[config.mk]
export PLATFORM = sky130hd
export DESIGN_NAME = keypad_scan_flat
export DESIGN_NICKNAME = d
export VERILOG_FILES = /design/src/rtl/keypad_scan_if.sv /design/src/rtl/keypad_scan.sv /design/src/flat_wrapper.sv
export SDC_FILE = /design/constraint.sdc
export NUM_CORES = 1
export LEC_CHECK = 0
export CAP_MARGIN = 20
export CORE_ASPECT_RATIO = 0.8
export CORE_UTILIZATION = 30
export CTS_BUF_LIST = sky130_fd_sc_hd__clkbuf_2 sky130_fd_sc_hd__clkbuf_4 sky130_fd_sc_hd__clkbuf_8
export CTS_CLUSTER_DIAMETER = 150
export DETAILED_ROUTE_END_ITERATION = 8
export GPL_TIMING_DRIVEN = 0
export PLACE_DENSITY_LB_ADDON = 0.2
export RECOVER_POWER = 50
export SYNTH_ARGS = -nofsm -noshare
export SYNTH_HDL_FRONTEND = slang
export SYNTH_SLANG_ARGS = --single-unit
[constraint.sdc]
create_clock -name clk -period 6.3 [get_ports clk]
set_input_delay 1.26 -clock clk [delete_from_list [all_inputs] [get_ports clk]]
set_output_delay 1.26 -clock clk [all_outputs]
set_load 0.02 [all_outputs]
[src/rtl/keypad_scan_if.sv]
// Keypad pin and key-event bundle between the scanner and its surroundings.
interface keypad_scan_if;
    logic [3:0] col;
    logic [3:0] row;
    logic [3:0] key_code;
    logic       key_valid;
    logic       key_held;

    // Scanner side: drives rows and key events, reads columns
    modport master (
        input  col,
        output row,
        output key_code,
        output key_valid,
        output key_held
    );

    // Pin/consumer side
    modport slave (
        output col,
        input  row,
        input  key_code,
        input  key_valid,
        input  key_held
    );
endinterface

[src/rtl/keypad_scan.sv]
// 4x4 matrix keypad scanner: one-cold active-low row drive, synchronised
// active-low column read, frame-based debounce, one strobe per accepted press.
module keypad_scan #(
    parameter int unsigned SCAN_DIV        = 4,
    parameter int unsigned DEBOUNCE_FRAMES = 3
) (
    input  logic          clk,
    input  logic          rst_n,
    keypad_scan_if.master kp
);

    localparam int unsigned DIV_W = $clog2(SCAN_DIV);
    localparam int unsigned CNT_W = 8;
    localparam logic [DIV_W-1:0] DIV_LAST = DIV_W'(SCAN_DIV - 1);
    localparam logic [CNT_W-1:0] DEB_N    = CNT_W'(DEBOUNCE_FRAMES);

    typedef enum logic [1:0] {
        ST_IDLE,
        ST_PRESS_WAIT,
        ST_HELD
    } state_t;

    logic [3:0]       col_meta;
    logic [3:0]       col_s;
    logic [DIV_W-1:0] div_q;
    logic [1:0]       row_idx_q;
    logic [3:0]       row_q;
    logic             hit_q;
    logic [3:0]       hit_code_q;

    state_t           state_q, state_d;
    logic [3:0]       cand_q, cand_d;
    logic [CNT_W-1:0] cnt_q, cnt_d;
    logic [3:0]       key_code_q, key_code_d;
    logic             key_valid_q, key_valid_d;
    logic             key_held_q, key_held_d;

    logic             sample_c;
    logic             frame_end_c;
    logic             col_hit_c;
    logic [1:0]       col_pos_c;
    logic [3:0]       row_code_c;
    logic             frame_hit_c;
    logic [3:0]       frame_code_c;
    logic [CNT_W-1:0] cnt_inc_c;

    // Two-flop synchroniser for the asynchronous column lines
    always_ff @(posedge clk or negedge rst_n) begin
        if (!rst_n) begin
            col_meta <= 4'hF;
            col_s    <= 4'hF;
        end else begin
            col_meta <= kp.col;
            col_s    <= col_meta;
        end
    end

    assign sample_c    = (div_q == DIV_LAST);
    assign frame_end_c = sample_c && (row_idx_q == 2'd3);

    // Row dwell divider, row index and registered one-cold row drive
    always_ff @(posedge clk or negedge rst_n) begin
        if (!rst_n) begin
            div_q     <= '0;
            row_idx_q <= 2'd0;
            row_q     <= 4'b1110;
        end else if (sample_c) begin
            div_q     <= '0;
            row_idx_q <= row_idx_q + 2'd1;
            row_q     <= ~(4'b0001 << (row_idx_q + 2'd1));
        end else begin
            div_q     <= div_q + DIV_W'(1);
        end
    end

    // Lowest pressed column in the currently driven row
    always_comb begin
        col_pos_c = 2'd0;
        casez (col_s)
            4'b???0: col_pos_c = 2'd0;
            4'b??01: col_pos_c = 2'd1;
            4'b?011: col_pos_c = 2'd2;
            4'b0111: col_pos_c = 2'd3;
            default: col_pos_c = 2'd0;
        endcase
    end

    assign col_hit_c    = (col_s != 4'hF);
    assign row_code_c   = {row_idx_q, col_pos_c};
    assign frame_hit_c  = hit_q | col_hit_c;
    assign frame_code_c = hit_q ? hit_code_q : row_code_c;

    // Capture the first pressed position of the frame; cleared at frame end
    always_ff @(posedge clk or negedge rst_n) begin
        if (!rst_n) begin
            hit_q      <= 1'b0;
            hit_code_q <= 4'd0;
        end else if (frame_end_c) begin
            hit_q      <= 1'b0;
            hit_code_q <= 4'd0;
        end else if (sample_c && !hit_q && col_hit_c) begin
            hit_q      <= 1'b1;
            hit_code_q <= row_code_c;
        end
    end

    // Frame counter increment, saturating at the debounce length
    assign cnt_inc_c = (cnt_q >= DEB_N) ? DEB_N : cnt_q + CNT_W'(1);

    // Debounce next-state and output logic, evaluated at frame end only
    always_comb begin
        state_d     = state_q;
        cand_d      = cand_q;
        cnt_d       = cnt_q;
        key_code_d  = key_code_q;
        key_valid_d = 1'b0;
        key_held_d  = key_held_q;
        if (frame_end_c) begin
            case (state_q)
                ST_IDLE: begin
                    if (frame_hit_c) begin
                        cand_d = frame_code_c;
                        if (DEB_N <= CNT_W'(1)) begin
                            key_code_d  = frame_code_c;
                            key_valid_d = 1'b1;
                            key_held_d  = 1'b1;
                            cnt_d       = '0;
                            state_d     = ST_HELD;
                        end else begin
                            cnt_d   = CNT_W'(1);
                            state_d = ST_PRESS_WAIT;
                        end
                    end
                end
                ST_PRESS_WAIT: begin
                    if (!frame_hit_c) begin
                        cnt_d   = '0;
                        state_d = ST_IDLE;
                    end else if (frame_code_c != cand_q) begin
                        cand_d = frame_code_c;
                        cnt_d  = CNT_W'(1);
                    end else if (cnt_inc_c >= DEB_N) begin
                        key_code_d  = cand_q;
                        key_valid_d = 1'b1;
                        key_held_d  = 1'b1;
                        cnt_d       = '0;
                        state_d     = ST_HELD;
                    end else begin
                        cnt_d = cnt_inc_c;
                    end
                end
                ST_HELD: begin
                    if (frame_hit_c) begin
                        cnt_d = '0;
                    end else if (cnt_inc_c >= DEB_N) begin
                        key_held_d = 1'b0;
                        cnt_d      = '0;
                        state_d    = ST_IDLE;
                    end else begin
                        cnt_d = cnt_inc_c;
                    end
                end
                default: begin
                    cnt_d   = '0;
                    state_d = ST_IDLE;
                end
            endcase
        end
    end

    // Debounce state and registered key outputs
    always_ff @(posedge clk or negedge rst_n) begin
        if (!rst_n) begin
            state_q     <= ST_IDLE;
            cand_q      <= 4'd0;
            cnt_q       <= '0;
            key_code_q  <= 4'd0;
            key_valid_q <= 1'b0;
            key_held_q  <= 1'b0;
        end else begin
            state_q     <= state_d;
            cand_q      <= cand_d;
            cnt_q       <= cnt_d;
            key_code_q  <= key_code_d;
            key_valid_q <= key_valid_d;
            key_held_q  <= key_held_d;
        end
    end

    assign kp.row       = row_q;
    assign kp.key_code  = key_code_q;
    assign kp.key_valid = key_valid_q;
    assign kp.key_held  = key_held_q;

endmodule

[src/flat_wrapper.sv]
// flat-port wrapper written by rule: the top's interface ports become plain ports
module keypad_scan_flat 
#(
    parameter int unsigned SCAN_DIV        = 4,
    parameter int unsigned DEBOUNCE_FRAMES = 3
)
  (clk, rst_n, kp_col, kp_row, kp_key_code, kp_key_valid, kp_key_held);
  keypad_scan_if kp_i ();
  input  logic clk;
  input  logic rst_n;
  input wire logic [$bits(kp_i.col)-1:0] kp_col;
  output wire logic [$bits(kp_i.row)-1:0] kp_row;
  output wire logic [$bits(kp_i.key_code)-1:0] kp_key_code;
  output wire logic [$bits(kp_i.key_valid)-1:0] kp_key_valid;
  output wire logic [$bits(kp_i.key_held)-1:0] kp_key_held;
  assign kp_i.col = kp_col;
  assign kp_row = kp_i.row;
  assign kp_key_code = kp_i.key_code;
  assign kp_key_valid = kp_i.key_valid;
  assign kp_key_held = kp_i.key_held;
  keypad_scan #(.SCAN_DIV(SCAN_DIV), .DEBOUNCE_FRAMES(DEBOUNCE_FRAMES)) u_core (.clk(clk), .rst_n(rst_n), .kp(kp_i));
endmodule
==> results.cfg <==
[status]
run_status = finished with violations
violations = max-capacitance violations, max-slew violations

[yosys]
yosysWarnings = 0
synth_seq_cells = 41
netlist.area_leader.share = 0.423
synthTopCellsByArea = dfrtp_1 42%, dfstp_2 16%, ha_1 4.2%
syn_area_per_cell_um2 = 12.3
synth_area_um2 = 1780
ys.flop_type = dfrtp_1
syn_nets = 157
synth_edf_count = 0
yosysTopAreaCell = dfrtp_1
ys_async_sr_fraction = 1.00
syn_inst = 145
ys_types = 35
seq_area_frac_synth = 0.585

[sta]
slew-limit-headroom = -0.408
setup_viol = 0
slew_viol_final = 42
worst_slew_pin_slew_ns = 2.11
skew_ns = 0.00526
rsz0062_at_grt = no
setup_ws_ns = 3.51
final-hold-violation-count = 0
period_share = 0.443
max_freq_mhz = 359
finalSetupTns_ns = 0
fin_crit_ns = 2.79

[grt]
grt_util_met3 = 0.0432
antenna_found_initial = 0
use_met1 = 0.146
grt_pass1_wl_um = 5430
grt_pass1_vias = 1169
grt_usage = 0.116
busiest_layer = met2
grt_max_degree = 42
grt-ovfl-total = 0
grt_use_met2 = 0.176

[clock_network]
clock_latency_ns = 0.29
cts_setup_buffers = 0
hold_buffers = 0
cts_tree = built
cts.htree.levels = 2
cts_resized = 0
numCtsBuffers = 5
clock_sinks = 41
clock-root-buffer = clkbuf_8
clkTransAtPathRegs_ns = 0.07
cts.path.max_buffers = 2

[floorplan]
die_h_um = 70.8
io_pins = 16
die_area_um2 = 6240
start_util = 0.318
num_rows = 24
fp.dieW_um = 88.0
core_um2 = 5590

[placement]
dpl-instance-area_um2 = 2020
io_buffers = 15
hpwl_um = 2180
dp_worst_setup_slack_ns = 3.84
dp.cells = 238
gp_congestion = 0.738

[setup_path]
worstSetupPathType = in -> async
cp_max_fo = 41
worstSetupEndpointType = asynchronous set/reset pin
setup.worst_path.start_class = primary input
critPathRequiredTime_ns = 6.27
path_buf_inv = 1
path_cells = clkbuf_1
critPathTopFamily = buffers and inverters
critical-path-slowest-cell = clkbuf_1
arrival_ns = 2.76
r2r_slack_ns = 3.84
critPathMaxStageDelay_ns = 1.48

[route]
routedWlPerCell_um = 12.4
ant_nets = 0
viasPerCell = 4.64
drt-total-wl_um = 3050
drt_first_pass_iters = 4
vias = 1141
drtIter0Drc = 35
drc = 0

[hold_path]
min_path_type = reg -> reg

[power_and_ir_drop]
p_leak_nw = 0.909
p_per_area_nw_per_um2 = 248
power_mw = 0.524
peakVddDrop_uv = 110

[flow_run]
drv_cap = 1

[finish]
nNetsFinal = 179
drive_gt1_frac = 0.208
final_cell_area_um2 = 2110
area_delta_synth_final_pct = 18.7
diodes = 0
finalNonFillerCells = 246
n_fill_cell = 582
[registers in the layout (all words and copies together) (netlist names)]
register and flops:
u_core.col_meta 4, u_core.state_q 2, u_core.kp.key_valid 1, u_core.hit_code_q 4
u_core.div_q 2, u_core.kp.row 4, u_core.col_s 4, u_core.kp.key_code 4
u_core.hit_q 1, u_core.kp.key_held 1, u_core.cand_q 4, u_core.cnt_q 8
u_core.row_idx_q 2
[per-layer routing]
| layer | routed length, µm | vias to the layer above |
|---|---|---|
| li1 | - | 551 |
| met1 | 1490 | 566 |
| met2 | 1400 | 19 |
| met3 | 117 | 5 |
| met4 | 48 | 0 |
| met5 | 0 | - |
[cell usage in the layout (no fill, tap or decap), types with 2 or more instances in the layout]
cell type,instances
nand3_1,7
xor2_1,3
nand2_1,10
nand4_1,4
nor2_1,10
dfstp_2,11
a21oi_1,8
mux2_2,2
mux2_4,4
clkbuf_1,2
o31ai_1,4
dlygate4sd3_1,4
dfrtp_1,30
clkdlybuf4s50_1,10
ha_1,6
a31oi_1,2
o21ai_0,7
clkbuf_4,3
xnor2_1,2
mux2i_1,5
clkbuf_8,5
and2_1,6
inv_1,7
[kinds of logic (layout without fill, tap and decap cells)]
logic type,Yosys count,after routing,share of synthesized area
AND/OR/NAND/NOR,47,47,0.159
flip-flops,41,41,0.585
AO/OA/AOI/OAI,26,26,0.0908
multiplexers,11,11,0.0746
buffers and inverters,9,32,0.0232
adder cells (fa/ha/maj),6,6,0.0423
XOR/XNOR,5,5,0.0247
[path summary, 6_finish.rpt]
path,from,end,cells after the start
setup / recovery,rst_n,u_core.hit_code_q[0],1
hold / removal,u_core.col_meta[2],u_core.col_s[2],0
setup reg to reg,u_core.row_idx_q[0],u_core.kp.key_code[0],6
hold reg to reg,u_core.col_meta[2],u_core.col_s[2],0
max in group clk,u_core.kp.row[2],kp_row[2],1
min in group asynchronous,rst_n,u_core.kp.key_valid,1
[cell usage after synthesis (2+ instances only)]
| cell | n |
|---|---|
| nand3_1 | 7 |
| dfstp_2 | 11 |
| xor2_1 | 3 |
| o21ai_0 | 7 |
| xnor2_1 | 2 |
| o31ai_1 | 4 |
| nor2_1 | 10 |
| and2_1 | 6 |
| nand2_1 | 10 |
| a21oi_1 | 8 |
| ha_1 | 6 |
| inv_1 | 7 |
| mux2_2 | 2 |
| mux2i_1 | 5 |
| dfrtp_1 | 30 |
| mux2_4 | 4 |
| a31oi_1 | 2 |
| nand4_1 | 4 |
[stage by stage]
step | utilization | hold WS (ns)
6_report | 0.378 | 0.356
4_1_cts | 0.378 | 0.358
3_3_place_gp | 0.362 | 0.346
3_5_place_dp | 0.362 | 0.348
5_1_grt | 0.378 | 0.362
2_1_floorplan | - | 0.345
[cell type report]
| cell class | count | area [µm²] | area share |
|---|---|---|---|
| Sequential cell | 41 | 1040 | 0.493 |
| Multi-Input combinational cell | 95 | 696 | 0.330 |
| Timing Repair Buffer | 15 | 144 | 0.0682 |
| Tap cell | 78 | 97.6 | 0.0463 |
| Clock buffer | 8 | 91.3 | 0.0433 |
| Inverter | 7 | 26.3 | 0.0125 |
| Buffer | 2 | 15.0 | 0.00712 |
[worst register-to-register path: cells and delay by family, from the launching register on]
kind          cells  cell delay (ns)
fa+ha+maj         1             0.34
simple gates      4             1.23
mux               1             0.33
flops             1             0.45
[power breakdown]
| group | internal [mW] | leakage, nW | switching, mW |
|---|---|---|---|
| Combinational | 0.0263 | 0.340 | 0.0332 |
| Sequential | 0.277 | 0.519 | 0.0126 |
| Clock | 0.0916 | 0.0498 | 0.0832 |
Note: power is estimated with default switching activity, not from simulation.
